File: src/rtl/fetch_sequencer.sv
// rtl/fetch_sequencer.sv - PC owner and IDLE/RUN/STALL/HALT fetch sequencer for the instruction ROM
// Optional retired-instruction counter (retired_cnt) enabled by defining FETCH_CNT_EN.
module fetch_sequencer #(
   parameter logic [31:0] RESET_PC  = 32'h0000_0000,
   parameter int          MEM_WORDS = 65,
   parameter logic [5:0]  OP_BEQ    = 6'b110000,
   parameter logic [5:0]  OP_JUMP   = 6'b110010,
   parameter logic [5:0]  OP_HALT   = 6'b111111
) (
   input  logic        clk,
   input  logic        rst_n,
   input  logic        start,
   input  logic        restart,
   input  logic        stall,
   input  logic        br_eq,
   input  logic [31:0] instr_in,
   output logic [31:0] imem_addr,
   output logic [31:0] instr_out,
   output logic        instr_valid,
   output logic        running,
   output logic        halted,
`ifdef FETCH_CNT_EN
   output logic [31:0] retired_cnt,
`endif
   output logic        fault
);

   typedef enum logic [1:0] {S_IDLE, S_RUN, S_STALL, S_HALT} state_t;

   // 33-bit limit so a ROM spanning the whole 32-bit space cannot overflow the compare
   localparam logic [32:0] PC_LIMIT = 33'(MEM_WORDS) * 33'd4;

   state_t      state, state_nxt;
   logic [31:0] pc, pc_nxt, pc4, br_off;
   logic [5:0]  opcode;
   logic        fault_nxt, in_range;

   always_ff @(posedge clk or negedge rst_n) begin
      if (!rst_n) begin
         state <= S_IDLE;
         pc    <= RESET_PC;
         fault <= 1'b0;
      end else begin
         state <= state_nxt;
         pc    <= pc_nxt;
         fault <= fault_nxt;
      end
   end

   always_comb begin
      state_nxt   = state;
      pc_nxt      = pc;
      fault_nxt   = fault;
      instr_valid = 1'b0;
      opcode      = instr_in[31:26];
      pc4         = pc + 32'd4;
      br_off      = {{14{instr_in[15]}}, instr_in[15:0], 2'b00};
      in_range    = {1'b0, pc} < PC_LIMIT;
      if (restart) begin
         state_nxt = S_IDLE;
         pc_nxt    = RESET_PC;
         fault_nxt = 1'b0;
      end else begin
         case (state)
            S_IDLE:  if (start) state_nxt = S_RUN;
            S_RUN: begin
               if (stall) begin
                  state_nxt = S_STALL;
               end else if (!in_range) begin
                  fault_nxt = 1'b1;
                  state_nxt = S_HALT;
               end else begin
                  instr_valid = 1'b1;
                  // halt is retired but leaves PC pointing at itself
                  if (opcode == OP_HALT)
                     state_nxt = S_HALT;
                  else if (opcode == OP_BEQ)
                     pc_nxt = br_eq ? pc4 + br_off : pc4;
                  else if (opcode == OP_JUMP)
                     pc_nxt = {pc4[31:28], instr_in[25:0], 2'b00};
                  else
                     pc_nxt = pc4;
               end
            end
            S_STALL: if (!stall) state_nxt = S_RUN;
            S_HALT:  state_nxt = S_HALT;
            default: state_nxt = S_IDLE;
         endcase
      end
   end

   assign imem_addr = pc;
   assign instr_out = instr_in;
   assign running   = (state == S_RUN) || (state == S_STALL);
   assign halted    = (state == S_HALT);

`ifdef FETCH_CNT_EN
   always_ff @(posedge clk or negedge rst_n) begin
      if (!rst_n)
         retired_cnt <= 32'd0;
      else if (restart)
         retired_cnt <= 32'd0;
      else if (instr_valid)
         retired_cnt <= retired_cnt + 32'd1;
   end
`endif

endmodule

File: config.mk
export PLATFORM = sky130hd
export DESIGN_NAME = fetch_sequencer
export DESIGN_NICKNAME = d
export VERILOG_FILES = /design/src/rtl/fetch_sequencer.sv
export SDC_FILE = /design/constraint.sdc
export NUM_CORES = 1
export LEC_CHECK = 0
export CAP_MARGIN = 20
export CORE_MARGIN = 2
export CORE_UTILIZATION = 45
export DETAILED_ROUTE_END_ITERATION = 16
export MAX_ROUTING_LAYER = met4
export PLACE_DENSITY = 0.78
export SETUP_SLACK_MARGIN = 0.05
export SYNTH_ARGS = -nofsm -noshare
export SYNTH_HDL_FRONTEND = slang
export SYNTH_SLANG_ARGS = --single-unit
File: constraint.sdc
create_clock -name clk -period 3.2 [get_ports clk]
set_input_delay 0.32 -clock clk [delete_from_list [all_inputs] [get_ports clk]]
set_output_delay 0.32 -clock clk [all_outputs]
set_load 0.02 [all_outputs]
* Yosys cells after proc, flatten, opt, wreduce, memory -nomap -nowiden *
Index checks and enable logic that the tools add are counted.

storage, ports and cells
  input port bits = 38
  register bits = 35
  output and inout port bits = 68

operators by class
  reductions and logical operators = 7
  mux-type cells = 23
  add/subtract/negate cells = 2
  magnitude comparators = 1
  equality and inequality tests = 12

operator list
  cell                     number
  $mux W32                 7
  $add A32 B3 Y32 const B  1
  $add A32 B32 Y32         1
  $lt A32 B9 Y1 const B    1
  $mux W28                 1
  $eq A6 B6 Y1 const B     3
  $mux W2                  6
  $mux W1                  8
  $pmux W2 S4              1
  $ne A2 B2 Y1 const B     3
  $ne A3 B3 Y1 const B     2
  $reduce_and A3 Y1        2
  $ne A5 B5 Y1 const B     1
  $eq A2 B2 Y1 const B     2
  $reduce_and A4 Y1        1
  $reduce_bool A2 Y1       2
  $eq A2 B1 Y1 const B     1
  $logic_not A2 Y1         1
  $logic_or A1 B1 Y1       1

* Longest topological paths before layout *
Gate-level depths: netlist of the first run.

  depth in word-level cells = 9
  gate-level depth with buffers = 18
  mapped depth without buffers = 16

* Least setup slack after synthesis of the first run *
No wires, ideal clock.

  path type = reg-to-reg
  from = register pc[4], in the netlist imem_addr[4]
  to = register pc[30], in the netlist imem_addr[30]
  clock period less this slack = 3.537 ns
  arrival = 3.418 ns
  path slack = -0.337 ns
  library setup time = 0.119 ns
  buffers on the path = 2
  stages on the path, launching flop included = 19
  cell sequence = dfrtp_1 -> and4_1 -> buf_4 -> and3_4 -> and3_1 -> nor3b_4 -> nand3_1 -> xnor2_1 -> ha_1 -> clkbuf_1 -> nand3_1 -> nor2_1 -> nand4_1 -> nand3_1 -> a21oi_1 -> o22a_1 -> a31oi_1 -> mux2i_1 -> o21a_1

between the ends
  longest elaborated chain between the ends = 9
  elaborated cells on any way between the ends = 12

ends and longest elaborated chain
  element                   RTL line  source
  start: declaration        34        logic [31:0] pc, pc_nxt, pc4, br_off;
  start signal: assignment  45        pc <= pc_nxt;
  $add A32 B3 Y32           56        pc4 = pc + 32'd4;
  $add A32 B32 Y32          78        pc_nxt = br_eq ? pc4 + br_off : pc4;
  $mux W32                  78
  $mux W32                  77        else if (opcode == OP_BEQ)
  $mux W32                  75        if (opcode == OP_HALT)
  $mux W32                  69        end else if (!in_range) begin
  $mux W32                  67        if (stall) begin
  $mux W32                  64        case (state)
  $mux W32                  59        if (restart) begin

Parallel ways exist; a longest one is shown, timed or not. The select of a mux whose other input is x is not followed.
A chain may end at the register's enable or synchronous reset.

* Worst setup path after layout of the first run *
  from = register pc[6], in the netlist imem_addr[6]
  to = register pc[30], in the netlist imem_addr[30]

Same word-level chain as after synthesis.

==> results of run 1 <==
-- sequential cells by signal, indices dropped and copies added, names as in the netlist --
name       count
fault          1
imem_addr     30
state          2
-- stage by stage --
| stage | setup TNS (ps) | utilization, % | setup WS, ps |
|---|---|---|---|
| 6_report | -623.8 | 70.90 | -129.5 |
| 5_1_grt | -2154 | 70.90 | -336.4 |
| 4_1_cts | 0 | 65.43 | 17.61 |
| 3_5_place_dp | -1892 | 61.79 | -363.8 |
| 3_3_place_gp | -1426 | 61.79 | -357.6 |
| 2_1_floorplan | -134.4 | - | -44.00 |
-- cells in the final DEF (no fill, tap or decap), types with 15 or more instances in the layout --
| cell | n |
|---|---|
| nand4_1 | 15 |
| a21oi_1 | 31 |
| buf_4 | 99 |
| xnor2_1 | 18 |
| o21ai_1 | 15 |
| xor2_1 | 16 |
| o221ai_1 | 18 |
| clkdlybuf4s50_1 | 103 |
| dfrtp_1 | 23 |
| nand3_1 | 16 |
| ha_1 | 27 |
| nor2_1 | 50 |
| nand2_1 | 48 |
| inv_1 | 16 |
-- power breakdown --
group          total [W]  leakage (nW)  switching (W)  internal, W
Clock           0.000330        0.0395       0.000175     0.000155
Combinational   0.000597          2.39       0.000323     0.000274
Sequential      0.000446         0.441      0.0000139     0.000432
-- layout make-up --
class	count	area (µm²)
Sequential cell	33	838.3
Clock buffer	8	80.08
Tap cell	111	138.9
Timing Repair Buffer	208	1842
Fill cell	703	2664
Inverter	17	63.81
Multi-Input combinational cell	438	3526
-- layer usage --
metal,wire (µm),vias to the layer above,global-route usage [%]
met2,7815,263,48.01
met4,541,0,10.54
met5,0,-,-
met3,986,54,4.092
met1,6323,2475,35.88
li1,-,2251,-
-- worst max-delay path, stage by stage, from the launching register on --
cell       delay [ps]
dfrtp_2           370
and4_4            230
and3_4            210
nand4_1           180
xnor2_2           300
ha_1              290
a21o_1            220
a2111oi_4         350
a21oi_4           120
buf_6             140
a21oi_2           180
o22a_1            180
a31oi_2           120
mux2i_1           140
o21a_1            170
-- repair_timing --
action,CTS,global route
endpoints found under the setup margin,14,20
hold buffers,0,0
pin swaps,23,53
buffers inserted,12,16
resized for setup,32,79
-- cells by family after synthesis --
family / Yosys count / share of synthesized area, %
AO/OA/AOI/OAI: 150 / 23.22
XOR/XNOR: 53 / 11.45
adder cells (fa/ha/maj): 41 / 12.43
buffers and inverters: 76 / 10.19
flip-flops: 33 / 19.72
multiplexers: 2 / 0.4782
other: 1 / 0.08957
AND/OR/NAND/NOR: 190 / 22.42
-- worst paths after layout --
path | cells after the start | endpoint | startpoint | slack, ps
hold reg to reg | 2 | fault$_DFFE_PN0P_ | fault$_DFFE_PN0P_ | 510
setup / recovery | 14 | imem_addr[30]$_DFFE_PN0P_ | imem_addr[6]$_DFFE_PN0P_ | -130
hold / removal | 2 | imem_addr[17]$_DFFE_PN0P_ | rst_n | 430
max in group asynchronous | 2 | imem_addr[8]$_DFFE_PN0P_ | rst_n | 2380
setup reg to reg | 14 | imem_addr[30]$_DFFE_PN0P_ | imem_addr[6]$_DFFE_PN0P_ | -130
min in group clk | 2 | fault$_DFFE_PN0P_ | fault$_DFFE_PN0P_ | 510
==> results.toml, run 1 <==
[drt]
vias = 5043
drc_errors = 0
routed_wl_mm = 15.67
drt_iter0_markers = 362
first_pass_iters = 5
wire_per_inst_um = 19.22
avgViaCountPerCell = 6.188
ant_nets = 0

[synthesis]
synth_seq_area_share_pct = 19.73
yosys-top-cells-area = "dfrtp_1 20%, ha_1 12%, xnor2_1 6.5%"
synthFlopType = "dfrtp_1"
synth_common_cells = "55 x nor2_1, 51 x nand2_1, 40 x a21oi_1, 40 x ha_1, 36 x buf_4"
synthesis.instances = 546
post-synth-top-count-cell = "nor2_1"
yosysTopAreaCell = "dfrtp_1"
async_reset_ff_share_pct = 100.0
yosysWarningCount = 0
synth_edf_count = 0
synth_top_area_share_pct = 19.73
ys_types = 60
ys_seq_elements = 33
synth.avg_cell_area_um2 = 7.668
synth_area_um2 = 4187

[clock_tree]
clock_tree.buffer_depth = 2
tritoncts = "built"
clk_latency_ps = 300
clock-sinks = 33
cts_made_buffers = 5
path_clk_slew_ps = 90
htree_num_levels = 2
cts.root.buffer_cell = "clkbuf_8"

[floorplan]
start_util_pct = 45.74
core_um2 = 9153
die-area_um2 = 10090
die_h_um = 100.5
chipWidth_um = 100.5
row_count = 35
io-pin-count = 106

[placement]
dp_cells = 780
place.gp.congestion = 0.9430
io_buffers = 103
hpwl_mm = 10.68
dpl_cell_area_um2 = 5655

[grt]
grt_max_degree = 34
grt_pass1_wl_mm = 22.93
grt_overflow_total = 0
grt_usage_pct = 28.90
grt_pass1_vias = 4771
antenna_found_initial = 0

[layout]
instances_no_fill = 815
diodes = 0
stdcell_area_um2 = 6489
fin_nets = 782
syn_to_final_growth_pct = 54.99
final_layout_size_suffix_gt1_share_pct = 29.97

[power]
leakagePower_nw = 2.875
total_power_w = 0.001373
vdd_drop_max_mv = 0.1947
powerDensity_nw_per_um2 = 211.5

[critical_path]
critPathMaxFanout = 4
arrival_ps = 3510
cp-start-kind = "flip-flop"
cp-end-kind = "flip-flop"
cp.required_ps = 3380
criticalPathCategory = "flip-flop to flip-flop"

[sta]
tightest_slew_ps = 813.3
holdWs_ps = 434.7
rsz0062_at_grt = "true"
fin_crit_sh_pct = 104.0
slew_viol_final = 0
skew_ps = 14.46
hold_viol_final = 0
layout_min_cycle_time_ps = 3330
fmax_mhz = 300.3
fin_ws_ps = -129.5
slew_headroom_pct = 45.65
final-setup-viol-count = 10

[min_path]
hp-class = "primary input to async pin"

[run_status]
status = "finished with violations"
violations = "negative setup slack"

[job]
max-cap-violations = 0
(Power assumes the default switching activity.)
==> run 2: changes to the inputs <==
- GPL_TIMING_DRIVEN: unset -> 0
- SKIP_LAST_GASP: unset -> 1
==> run 2 against run 1 <==
Effect of this change: the flow still finishes with violations (negative setup slack); highest routed layer unchanged; worst hold slack lost 340 ps; register-to-register slack lost 210 ps; routed wire length shrank 6.3%; setup slack lost 210 ps; non-clock buffer count grew 5; critical endpoint is now imem_addr[28]$_DFFE_PN0P_; core utilization shrank 1.2 points; clock power grew 8.8%; sequential share of layout area grew 0.27 points; via count shrank 4.2%; die area is the same.
==> results.toml, run 2 (same netlist as run 1, synthesis figures left out) <==
[clock_tree]
clock-sinks = 33
clk_latency_ps = 300
cts_made_buffers = 5
path_clk_slew_ps = 80
htree_num_levels = 2
cts.root.buffer_cell = "clkbuf_8"
tritoncts = "built"
clock_tree.buffer_depth = 2

[layout]
final_layout_size_suffix_gt1_share_pct = 28.07
fin_nets = 787
instances_no_fill = 820
syn_to_final_growth_pct = 52.27
mostFrequentLayoutCells = "102 x clkdlybuf4s50_1, 86 x buf_4, 50 x nor2_1, 48 x nand2_1, 31 x ha_1"
fillers = 698
final_common_cell = "clkdlybuf4s50_1"
largest_register_ffs = 30
stdcell_area_um2 = 6375
diodes = 0

[critical_path]
cp-end-kind = "flip-flop"
criticalPathCategory = "flip-flop to flip-flop"
arrival_ps = 3740
cp_common_cell = "xnor2_1"
cp.required_ps = 3400
critical_path.max_stage_delay_ps = 370
path_cells = "buf_6 -> and4_4 -> nand4_4 -> nor2_4 -> nand2_2 -> xnor2_1 -> ha_1 -> clkbuf_8 -> a21o_1 -> a31o_2 -> a21oi_2 -> nand2_1 -> o21a_1 -> a211oi_2 -> a31oi_1 -> xnor2_1 -> o31ai_1"
critPathMaxFanout = 4
cp_slowest_cell = "dfrtp_2"
cp-start-kind = "flip-flop"

[run_status]
status = "finished with violations"
violations = "negative setup slack"

[sta]
rsz0062_at_grt = "true"
slew_viol_final = 0
hold_viol_final = 0
fin_ws_ps = -340.7
fin_crit_sh_pct = 110.6
final-setup-viol-count = 13
fmax_mhz = 282.4
skew_ps = 10.70
tightest_slew_ps = 871.8
slew_headroom_pct = 41.70
layout_min_cycle_time_ps = 3541

[power]
powerDensity_nw_per_um2 = 217.5
p_comb_share_pct = 41.6
internal_power_w = 0.0008709
leakagePower_nw = 2.847
switching_share_pct = 37.18
seqPwrFrac_pct = 32.5
pwr-share-clk_pct = 25.9
power.switching_w = 0.0005154
vdd_drop_max_mv = 0.2038

[floorplan]
die-area_um2 = 10090
core_um2 = 9153
chipWidth_um = 100.5
io-pin-count = 106
start_util_pct = 45.74
row_count = 35
die_h_um = 100.5

[drt]
routed_wl_mm = 14.68
avgViaCountPerCell = 5.890
vias = 4830
drt_iter0_markers = 326
first_pass_iters = 5
wire_per_inst_um = 17.90
ant_nets = 0
drc_errors = 0

[grt]
grt_overflow_total = 0
grt_usage_pct = 28.88
grt_pass1_vias = 4734
use_met2_pct = 48.17
met1_usage_pct = 36.12
grt_max_degree = 34
grt_pass1_wl_mm = 22.85
antenna_found_initial = 0
use_met3_pct = 4.092
top_usage_layer = "met2"

[placement]
hpwl_mm = 10.20
dpl_cell_area_um2 = 5454
dp_cells = 761
place.gp.congestion = 0.9327
io_buffers = 103

[job]
max-cap-violations = 0

[min_path]
hp-class = "primary input to async pin"
## run 2: stage by stage
stage	power, W	hold slack (ps)	setup TNS [ps]	worst slack, ps	utilization, %
floorplan	0.0007667	24.41	-134.4	-44.00	-
global placement	0.0009669	510.8	-5153	-553.9	59.64
detailed placement	0.0009803	460.0	-5344	-535.4	59.59
CTS	0.001359	143.5	-973.4	-204.2	65.03
global route	0.001452	173.6	-3942	-448.7	69.65
finish	0.001386	92.05	-1822	-340.7	69.65
## run 2: critical path: cells and delay by family (launching register included)
| family | cells | cell delay, ps |
|---|---|---|
| compound gates | 7 | 1560 |
| xor+xnor | 2 | 280 |
| buf+inv | 2 | 240 |
| fa+ha+maj | 1 | 300 |
| simple gates | 5 | 690 |
| flops | 1 | 370 |
## run 2: power by group through the flow
stage | Sequential [W] | Clock, W | Combinational (W)
global route | 0.000453 | 0.000379 | 0.000619
global placement | 0.000459 | 0 | 0.000508
CTS | 0.000450 | 0.000360 | 0.000549
finish | 0.000450 | 0.000359 | 0.000577
floorplan | 0.000461 | 0 | 0.000305
detailed placement | 0.000460 | 0 | 0.000520
## run 2: path summary, 6_finish.rpt
check	cells past startpoint	start	slack [ps]	to
min in group clk	2	fault$_DFFE_PN0P_	540	fault$_DFFE_PN0P_
hold reg to reg	2	fault$_DFFE_PN0P_	540	fault$_DFFE_PN0P_
max in group asynchronous	1	rst_n	2530	imem_addr[2]$_DFFE_PN0P_
hold / removal	1	rst_n	90	imem_addr[15]$_DFFE_PN0P_
setup reg to reg	17	imem_addr[8]$_DFFE_PN0P_	-340	imem_addr[28]$_DFFE_PN0P_
setup / recovery	17	imem_addr[8]$_DFFE_PN0P_	-340	imem_addr[28]$_DFFE_PN0P_
## run 2: timing repair
item	in CTS	in global routing
resized for setup	39	60
pin swaps	25	52
setup endpoints to repair	20	20
cloned	0	0
buffers inserted	33	23
hold buffers	0	0
## run 2: final cells by class
type                       count  area [µm²]  share of cell area (%)
multi-input combinational    438        3388                   53.15
timing repair buffer         159        1465                   22.98
sequential                    33       840.8                   13.19
buffer                        54       381.6                   5.986
tap                          111       138.9                   2.179
clock buffer                   6       82.58                   1.295
inverter                      17       63.81                   1.001
clock inverter                 2       13.76                  0.2159
## run 2: layer usage
metal	routed length [µm]	vias to the layer above	share of wire [%]
met1	6092	2295	42
met3	976	39	6.6
met5	0	-	0
li1	-	2271	-
met4	382	0	2.6
met2	7226	225	49
